==> src/rtl/alu_pkg.sv <==
// Shared ALU operation codes and execute-stage state encoding.
// The decoder and the iterative execute unit both draw their codes from here.
package alu_pkg;

    typedef enum logic [3:0] {
        ALU_ADD = 4'd0,
        ALU_SUB = 4'd1,
        ALU_XOR = 4'd2,
        ALU_OR  = 4'd3,
        ALU_AND = 4'd4,
        ALU_SLL = 4'd5,
        ALU_SRL = 4'd6,
        ALU_LST = 4'd7,
        ALU_MUL = 4'd8,
        ALU_DIV = 4'd9,
        ALU_NA  = 4'd15
    } alu_op_e;

    typedef enum logic {
        ST_IDLE = 1'b0,
        ST_DIV  = 1'b1
    } alu_state_e;

    function automatic logic is_div_op(input logic [3:0] op);
        return (op == ALU_DIV);
    endfunction

endpackage

==> src/rtl/div_iter.sv <==
// Iterative restoring divider producing one quotient bit per cycle on operand
// magnitudes; the sign fix-up is applied to the final quotient.
module div_iter #(
    parameter int WIDTH     = 32,
    parameter int DIV_ITERS = WIDTH
) (
    input  logic             clk,
    input  logic             rst,
    input  logic             start_i,
    input  logic [WIDTH-1:0] dividend_i,
    input  logic [WIDTH-1:0] divisor_i,
    output logic             busy_o,
    output logic             done_o,
    output logic [WIDTH-1:0] quotient_o
);

    localparam int CNT_W = $clog2(DIV_ITERS + 1);

    logic [WIDTH-1:0] rem_q, rem_d;
    logic [WIDTH-1:0] quo_q, quo_d;
    logic [WIDTH-1:0] dvs_q, dvs_d;
    logic             neg_q, neg_d;
    logic             busy_q, busy_d;
    logic [CNT_W-1:0] cnt_q, cnt_d;

    logic [WIDTH-1:0] a_mag_s, b_mag_s;
    logic [WIDTH:0]   rem_shift_s, diff_s;
    logic [WIDTH-1:0] rem_step_s, quo_step_s;
    logic             last_s;

    // Operand magnitudes and one restoring-division step.
    always_comb begin
        if (dividend_i[WIDTH-1]) begin
            a_mag_s = ~dividend_i + WIDTH'(1);
        end else begin
            a_mag_s = dividend_i;
        end
        if (divisor_i[WIDTH-1]) begin
            b_mag_s = ~divisor_i + WIDTH'(1);
        end else begin
            b_mag_s = divisor_i;
        end
        rem_shift_s = {rem_q, quo_q[WIDTH-1]};
        diff_s      = rem_shift_s - {1'b0, dvs_q};
        if (!diff_s[WIDTH]) begin
            rem_step_s = diff_s[WIDTH-1:0];
            quo_step_s = {quo_q[WIDTH-2:0], 1'b1};
        end else begin
            rem_step_s = rem_shift_s[WIDTH-1:0];
            quo_step_s = {quo_q[WIDTH-2:0], 1'b0};
        end
    end

    assign last_s = (cnt_q == CNT_W'(DIV_ITERS - 1));

    // Next-state: load on start, iterate while busy, otherwise hold.
    always_comb begin
        rem_d  = rem_q;
        quo_d  = quo_q;
        dvs_d  = dvs_q;
        neg_d  = neg_q;
        busy_d = busy_q;
        cnt_d  = cnt_q;
        if (start_i && !busy_q) begin
            rem_d  = {WIDTH{1'b0}};
            quo_d  = a_mag_s;
            dvs_d  = b_mag_s;
            // Division by zero keeps the all-ones magnitude unnegated, i.e. -1.
            neg_d  = (dividend_i[WIDTH-1] ^ divisor_i[WIDTH-1]) && (divisor_i != {WIDTH{1'b0}});
            busy_d = 1'b1;
            cnt_d  = {CNT_W{1'b0}};
        end else if (busy_q) begin
            rem_d = rem_step_s;
            quo_d = quo_step_s;
            if (last_s) begin
                busy_d = 1'b0;
                cnt_d  = {CNT_W{1'b0}};
            end else begin
                busy_d = 1'b1;
                cnt_d  = cnt_q + CNT_W'(1);
            end
        end else begin
            busy_d = 1'b0;
        end
    end

    // Divider state registers.
    always_ff @(posedge clk) begin
        if (rst) begin
            rem_q  <= {WIDTH{1'b0}};
            quo_q  <= {WIDTH{1'b0}};
            dvs_q  <= {WIDTH{1'b0}};
            neg_q  <= 1'b0;
            busy_q <= 1'b0;
            cnt_q  <= {CNT_W{1'b0}};
        end else begin
            rem_q  <= rem_d;
            quo_q  <= quo_d;
            dvs_q  <= dvs_d;
            neg_q  <= neg_d;
            busy_q <= busy_d;
            cnt_q  <= cnt_d;
        end
    end

    assign busy_o     = busy_q;
    assign done_o     = busy_q && last_s;
    assign quotient_o = neg_q ? (~quo_step_s + WIDTH'(1)) : quo_step_s;

endmodule

==> src/rtl/alu_iter_exec.sv <==
// Execute-stage ALU with valid/ready handshake: single-cycle ops complete in
// one cycle, signed division runs iteratively while Stall freezes the front end.
module alu_iter_exec
    import alu_pkg::*;
#(
    parameter int WIDTH     = 32,
    parameter int DIV_ITERS = WIDTH
) (
    input  logic             clk,
    input  logic             rst,
    input  logic             in_valid,
    output logic             in_ready,
    input  logic [3:0]       ALUOp,
    input  logic [WIDTH-1:0] SrcA,
    input  logic [WIDTH-1:0] SrcB,
    output logic             out_valid,
    input  logic             out_ready,
    output logic [WIDTH-1:0] ALUResult,
    output logic             Zero,
    output logic             Stall
);

    alu_state_e       state_q;
    logic [WIDTH-1:0] result_q;
    logic             zero_q;
    logic             out_valid_q;
    logic             stall_q;

    logic             in_ready_s;
    logic             accept_s;
    logic             div_start_s;
    logic [WIDTH-1:0] alu_res_s;
    logic             div_busy_s;
    logic             div_done_s;
    logic [WIDTH-1:0] div_quot_s;

    assign in_ready_s  = (state_q == ST_IDLE) && (!out_valid_q || out_ready);
    assign accept_s    = in_valid && in_ready_s;
    assign div_start_s = accept_s && is_div_op(ALUOp);

    // Single-cycle operation results.
    always_comb begin
        alu_res_s = {WIDTH{1'b0}};
        case (ALUOp)
            ALU_ADD: alu_res_s = SrcA + SrcB;
            ALU_SUB: alu_res_s = SrcA - SrcB;
            ALU_XOR: alu_res_s = SrcA ^ SrcB;
            ALU_OR:  alu_res_s = SrcA | SrcB;
            ALU_AND: alu_res_s = SrcA & SrcB;
            ALU_SLL: alu_res_s = SrcA << SrcB[4:0];
            ALU_SRL: alu_res_s = SrcA >> SrcB[4:0];
            ALU_LST: alu_res_s = {{(WIDTH-1){1'b0}}, ($signed(SrcA) < $signed(SrcB))};
            ALU_MUL: alu_res_s = SrcA * SrcB;
            default: alu_res_s = {WIDTH{1'b0}};
        endcase
    end

    div_iter #(
        .WIDTH     (WIDTH),
        .DIV_ITERS (DIV_ITERS)
    ) u_div_iter (
        .clk        (clk),
        .rst        (rst),
        .start_i    (div_start_s),
        .dividend_i (SrcA),
        .divisor_i  (SrcB),
        .busy_o     (div_busy_s),
        .done_o     (div_done_s),
        .quotient_o (div_quot_s)
    );

    // Handshake FSM with registered result, Zero and Stall.
    always_ff @(posedge clk) begin
        if (rst) begin
            state_q     <= ST_IDLE;
            result_q    <= {WIDTH{1'b0}};
            zero_q      <= 1'b0;
            out_valid_q <= 1'b0;
            stall_q     <= 1'b0;
        end else begin
            case (state_q)
                ST_IDLE: begin
                    stall_q <= 1'b0;
                    if (accept_s && is_div_op(ALUOp)) begin
                        state_q     <= ST_DIV;
                        out_valid_q <= 1'b0;
                        zero_q      <= 1'b0;
                    end else if (accept_s) begin
                        result_q    <= alu_res_s;
                        zero_q      <= (alu_res_s == {WIDTH{1'b0}});
                        out_valid_q <= 1'b1;
                    end else if (out_ready) begin
                        out_valid_q <= 1'b0;
                        zero_q      <= 1'b0;
                    end else begin
                        out_valid_q <= out_valid_q;
                    end
                end
                ST_DIV: begin
                    if (div_done_s) begin
                        state_q     <= ST_IDLE;
                        result_q    <= div_quot_s;
                        zero_q      <= (div_quot_s == {WIDTH{1'b0}});
                        out_valid_q <= 1'b1;
                        stall_q     <= 1'b0;
                    end else if (!div_busy_s) begin
                        // Divider lost its operation; recover rather than hang.
                        state_q <= ST_IDLE;
                        stall_q <= 1'b0;
                    end else begin
                        stall_q <= 1'b1;
                    end
                end
                default: begin
                    state_q     <= ST_IDLE;
                    out_valid_q <= 1'b0;
                    zero_q      <= 1'b0;
                    stall_q     <= 1'b0;
                end
            endcase
        end
    end

    assign in_ready  = in_ready_s;
    assign out_valid = out_valid_q;
    assign ALUResult = result_q;
    assign Zero      = zero_q;
    assign Stall     = stall_q;

endmodule

==> config.mk <==
export PLATFORM = sky130hd
export DESIGN_NAME = alu_iter_exec
export DESIGN_NICKNAME = d
export VERILOG_FILES = /design/src/rtl/alu_pkg.sv /design/src/rtl/div_iter.sv /design/src/rtl/alu_iter_exec.sv
export SDC_FILE = /design/constraint.sdc
export NUM_CORES = 2
export LEC_CHECK = 0
export ABC_AREA = 1
export BUFFER_PORTS_ARGS = -buffer_cell sky130_fd_sc_hd__clkbuf_2
export CORE_MARGIN = 10
export CORE_UTILIZATION = 52
export CTS_BUF_LIST = sky130_fd_sc_hd__clkbuf_16
export DETAILED_ROUTE_END_ITERATION = 6
export PLACE_DENSITY_LB_ADDON = 0.2
export SETUP_SLACK_MARGIN = 0.15
export SLEW_MARGIN = 5
export SYNTH_ARGS = -nofsm -noshare
export SYNTH_HDL_FRONTEND = slang
export SYNTH_SLANG_ARGS = --single-unit
==> constraint.sdc <==
create_clock -name clk -period 12.4 [get_ports clk]
set_input_delay 3.72 -clock clk [delete_from_list [all_inputs] [get_ports clk]]
set_output_delay 3.72 -clock clk [all_outputs]
set_load 0.01 [all_outputs]
[Yosys cells after proc, flatten, opt, wreduce, memory -nomap -nowiden]
Index checks and enable logic that the tools add are counted.
Operators by class
  bitwise logic cells: 8
  $lt $le $gt $ge: 1
  equal/unequal tests: 14
  multiply operators: 1
  shift-type cells: 2
  reductions and logical operators: 17
  add/subtract/negate cells: 7
  multiplexer cells: 30
Operators by type and width (number)
  two-way mux 32 bit: 9
  case mux 32 bit (9 select lines): 1
  adder 32 x 1 -> 32 bit (second input constant): 3
  inverter 32 bit: 3
  logical NOT 32 bit: 2
  case mux 32 bit (2 select lines): 1
  subtractor 33 x 32 -> 33 bit: 1
  adder 32 bit: 1
  AND 32 bit: 1
  < comparator 32 bit: 1
  multiplier 32 x 32 -> 32 bit: 1
  OR 32 bit: 1
  nonzero test 32 bit: 1
  left shift 32 x 5 -> 32 bit: 1
  >> shifter 32 x 5 -> 32 bit: 1
  subtractor 32 bit: 1
  bitwise XOR 32 bit: 1
  == test 4 x 3 -> 1 bit (second input constant): 4
  two-way mux 1 bit: 14
  == test 4 x 2 -> 1 bit (second input constant): 2
  == test 4 bit (second input constant): 2
  case mux 1 bit (2 select lines): 4
  adder 6 x 1 -> 6 bit (second input constant): 1
  == test 6 x 5 -> 1 bit (second input constant): 1
  15 further kinds: 22
Word-level totals
  input bits: 72
  word-level logic and storage cells: 91
  bits in registers: 140
  output and inout bits: 36

[Longest topological paths before layout]
  word-level depth: 8
  gate-level depth with buffers: 40
  mapped depth without buffers: 37

[Modules after synthesis]
From an unflattened synthesis, not the netlist that was laid out.
Unflattened totals
  cells, all modules: 5719
  area, all modules: 36323.6 µm²
Modules (own cells, without submodules)
  alu_iter_exec: sequential area each 720.7 µm², area each 27538.9 µm², cells an instance 4277, times used 1
  div_iter: sequential area each 2082.0 µm², area each 8784.7 µm², cells an instance 1442, times used 1

[Worst setup path after synthesis]
OpenSTA, ideal clock, no wires.
  path type: input to register
  start: input port SrcB[3]
  end: register zero_q (netlist: Zero)
  setup slack: 1.524 ns
  arrival: 10.811 ns
  path buffers: 5
  cell stages on the path: 36
  required time: 12.336 ns
  cell sequence: buf_2 > buf_2 > buf_1 > clkbuf_1 > buf_1 > nand2_1 > inv_1 > fa_1 > inv_1 > fa_1 > fa_1 > fa_1 > inv_1 > fa_1 > inv_1 > fa_1 > inv_1 > fa_1 > fa_1 > ha_1 > nand2_1 > nor2_1 > inv_1 > nor3_1 > nand3_1 > nand3_1 > nand2_1 > nand3_1 > nand3_1 > nor2_1 > nand2_1 > nor3_1 > nand3_1 > nor2_1 > nor2_1 > nor2_1
On the way
  longest elaborated chain between the ends: 6
  elaborated cells between the ends (all ways): 14
  classes of those cells: add/sub (2); mul (1); order compare (1); shift (2); mux (4); bitwise (3); reduce/logical (1)
RTL lines
  start, declared: line alu_iter_exec.sv:15  | input logic [WIDTH-1:0] SrcB,
  multiplier 32 x 32 -> 32 bit (tied with other cells): line alu_iter_exec.sv:53  | ALU_MUL: alu_res_s = SrcA * SrcB;
  case mux 32 bit (9 select lines) (*): line alu_iter_exec.sv:44  | case (ALUOp)
  logical NOT 32 bit (*): line alu_iter_exec.sv:90  | zero_q <= (alu_res_s == {WIDTH{1'b0}});
  two-way mux 1 bit (*): line alu_iter_exec.sv:88  | end else if (accept_s) begin
  two-way mux 1 bit (*): line alu_iter_exec.sv:84  | if (accept_s && is_div_op(ALUOp)) begin
  case mux 1 bit (2 select lines) (*): line alu_iter_exec.sv:81  | case (state_q)
  end signal, assigned: line alu_iter_exec.sv:90
  end signal, assigned: line alu_iter_exec.sv:103  | zero_q <= (div_quot_s == {WIDTH{1'b0}});
  end, declared: line alu_iter_exec.sv:25  | logic zero_q;
Mark *: on every way between the ends. The rest lies on a longest branch, timed or not.
A chain may end at the register's enable or synchronous reset.

[Worst setup path in the final report]
  start: input port SrcB[13]
  end: register result_q[31] (netlist: ALUResult[31])
On the way
  longest elaborated chain between the ends: 5
  elaborated cells between the ends (all ways): 7
  classes of those cells: add/sub (2); mul (1); mux (4)
RTL lines
  multiplier 32 x 32 -> 32 bit (tied with other cells): line alu_iter_exec.sv:53
  case mux 32 bit (9 select lines) (*): line alu_iter_exec.sv:44
  two-way mux 32 bit (*): line alu_iter_exec.sv:88
  two-way mux 32 bit (*): line alu_iter_exec.sv:84
  case mux 32 bit (2 select lines) (*): line alu_iter_exec.sv:81
  end signal, assigned: line alu_iter_exec.sv:76  | result_q <= {WIDTH{1'b0}};
  end signal, assigned: line alu_iter_exec.sv:89  | result_q <= alu_res_s;
  end signal, assigned: line alu_iter_exec.sv:102  | result_q <= div_quot_s;
  end, declared: line alu_iter_exec.sv:24  | logic [WIDTH-1:0] result_q;
Mark *: on every way between the ends. The rest lies on a longest branch, timed or not. The select of a mux whose other input is x is not followed.

==> impl_metrics.toml <==
[synth]
yosysWarnings = 0
seq_area_frac_synth_pct = 7.883
ys_types = 62
synthFlopType = "dfxtp_1"
synth.cell_area_um2 = 35560
ys_seq_elements = 140
synth.area.top_cells = "fa_1, nand2_1, inv_1"
avgSynthCellArea_um2 = 6.356
synth_edf_count = 0
synth_top_area_share_pct = 23.14
syn_inst = 5594
synthArstFlopShare_pct = 0
synth_top_area_cell = "fa_1"
syn-num-nets = 6333

[hold_path]
hold_end = "ALUResult[13]"
min_from = "ALUResult[13]"
min_path_type = "flip-flop to flip-flop"
hold_depth = 2

[detailed_routing]
drt-initial-drc-count = 5503
post_drt_wl_per_cell_um = 25.97
antenna_left = 0
wl_mm = 166.5
viasPerCell = 6.070
drtPass1Iterations = 7
num_vias = 38913
drc = 41

[timing]
relSlewSlack_pct = 10.83
finalClockSkew_ps = 22.07
drv_slew = 0
fin_crit_sh_pct = 93.28
final.min_clock_period_ps = 11570
rsz0062_at_grt = "no"
fin_tns_setup_ps = 0
holdWs_ps = 472.0
worst_pin_slew_ps = 1333
setup_viol = 0
hold_viol_final = 0
fmax_mhz = 86.46

[die]
core_area_um2 = 67510
row_count = 95
die_x_um = 281.5
die_area_um2 = 79230
initial_core_util_pct = 52.66
ios = 108
die_h_um = 281.5

[clock_tree]
clk_latency_ps = 450
cts_root_buf = "clkbuf_16"
cts_setup_buffers = 0
cts_made_buffers = 17
cts_tree = "yes"
clock_path_buffers = 2
cts.sinks = 140
htreeDepth = 4
cts_resized = 0
clkTransAtPathRegs_ps = 80
hold_buffers = 0

[grt]
grt_pass1_vias = 36828
grt_pass1_wl_mm = 243.6
grt_usage_pct = 41.60
overflow = 0
grt_max_degree = 70
antenna_found_initial = 3

[placement]
numPortBuffers = 107
gp_congestion = 1.121
dp.final_hpwl_mm = 136.0

[setup_path]
critPathRequiredTime_ps = 12690
ff2ff_path_depth = 33
cp_common_cell = "fa_1"
r2r-start = "u_div_iter.quo_q[31]"
r2r_setup_slack_ps = 7390
startpoint_type = "primary input"
reg2reg_to = "Zero"
cp_num_buf_inv = 4
critPathMaxFanout = 20
worst_path_max_delay_cell = "clkbuf_2"
worstPathArrival_ps = 11860
cp_top_family = "adder cells"
cpPeakStageDelay_ps = 690
critPathKind = "primary input to flip-flop"
endpoint_kind = "flip-flop"

[cells_and_area]
drive_gt1_share_pct = 5.110
syn2layout_area_growth_pct = 4.934
nets = 6264
antenna_cells = 0
final_core_util_pct = 55.26

[job]
maxCapViolCount = 0

[status]
status = "complete, but fails checks"
violations = "design-rule violations"
[worst max-delay path by stage]
| stage | slack, ps | startpoint | to | depth (start not counted) |
|---|---|---|---|---|
| after floorplan | 1520 | SrcB[3] | Zero | 36 |
| after global placement | 570 | SrcB[13] | ALUResult[31] | 27 |
| after detailed placement | 640 | SrcB[13] | ALUResult[31] | 27 |
| after CTS | 1090 | SrcB[13] | ALUResult[31] | 27 |
| after global routing | 690 | SrcB[13] | ALUResult[31] | 27 |
| final | 830 | SrcB[13] | ALUResult[31] | 27 |
[registers in the layout (all words and copies together), names as in the netlist, 6 cells and up]
register          flops
ALUResult            32
u_div_iter.dvs_q     32
u_div_iter.quo_q     32
u_div_iter.rem_q     32
u_div_iter.cnt_q      6
[cells by family (layout without fill, tap and decap cells)]
logic type      after synthesis  count (layout)  share of synthesized area (%)
compound gates              724             724                          11.75
xor+xnor                    119             119                          2.970
fa+ha+maj                   667             667                          32.15
buf+inv                    1390            1334                          15.07
flops                       140             140                          7.883
mux                           1               1                        0.02815
simple gates               2553            2553                          30.15
[synth_stat cells, drive strengths merged, types with 4 or more instances]
| master | count |
|---|---|
| a211oi | 6 |
| dfxtp | 140 |
| nor4 | 11 |
| o21ai | 217 |
| o221ai | 18 |
| nor2 | 381 |
| a21o | 12 |
| fa | 411 |
| xor2 | 82 |
| o211ai | 69 |
| a311oi | 4 |
| a21oi | 293 |
| nor3 | 58 |
| a221oi | 9 |
| nand2 | 1470 |
| buf | 122 |
| and2 | 6 |
| o21bai | 11 |
| clkbuf | 163 |
| o22ai | 23 |
| a31oi | 25 |
| nand3b | 15 |
| xnor2 | 36 |
| ha | 256 |
| nand3 | 527 |
| nand4 | 60 |
| o31ai | 5 |
| inv | 1102 |
| or2 | 19 |
| o21a | 12 |
[worst reg2reg max path: cells and delay by family, from the launching register on]
kind | cells | cell delay, ps
simple gates | 27 | 3350
fa+ha+maj | 3 | 990
flops | 1 | 330
buf+inv | 2 | 160
compound gates | 1 | 110
[metrics by stage]
| step | setup WS, ps | instance area, um^2 | cells |
|---|---|---|---|
| floorplan | 1524 | 35560 | 5594 |
| global placement | 574.0 | 36690 | 6379 |
| detailed placement | 638.5 | 36690 | 6379 |
| CTS | 1092 | 37310 | 6411 |
| global route | 686.2 | 37310 | 6411 |
| finish | 833.7 | 37310 | 6411 |
[placed cells by master (no fill, tap or decap), types with 25 or more instances in the layout]
| cell | instances |
|---|---|
| a21oi_1 | 292 |
| xor2_1 | 82 |
| clkbuf_2 | 104 |
| fa_1 | 411 |
| inv_1 | 1084 |
| buf_4 | 91 |
| nand3_1 | 527 |
| nand2_1 | 1463 |
| o211ai_1 | 69 |
| xnor2_1 | 36 |
| dfxtp_1 | 140 |
| nor2_1 | 375 |
| ha_1 | 256 |
| o21ai_0 | 181 |
| nand4_1 | 60 |
| o21ai_1 | 35 |
| nor3_1 | 50 |
| a31oi_1 | 25 |
[layer usage]
layer	share of wire [%]	vias to the layer above	GRT usage [%]
li1	-	17285	-
met3	14	533	14.00
met1	40	18330	56.33
met2	40	2761	58.54
met5	0.011	-	0.6246
met4	5.8	4	19.79
[area by class of cell]
| cell class | count | area [um^2] |
|---|---|---|
| Multi-Input combinational cell | 4064 | 27400 |
| Inverter | 1105 | 4148 |
| Clock inverter | 15 | 193.9 |
| Clock buffer | 17 | 425.4 |
| Sequential cell | 140 | 2803 |
| Fill cell | 6762 | 30210 |
| Tap cell | 873 | 1092 |
| Timing Repair Buffer | 197 | 1244 |
Power is left out: the tool's default activity adds up to more than one toggle a clock period on the data nets, which glitch-free logic cannot reach.
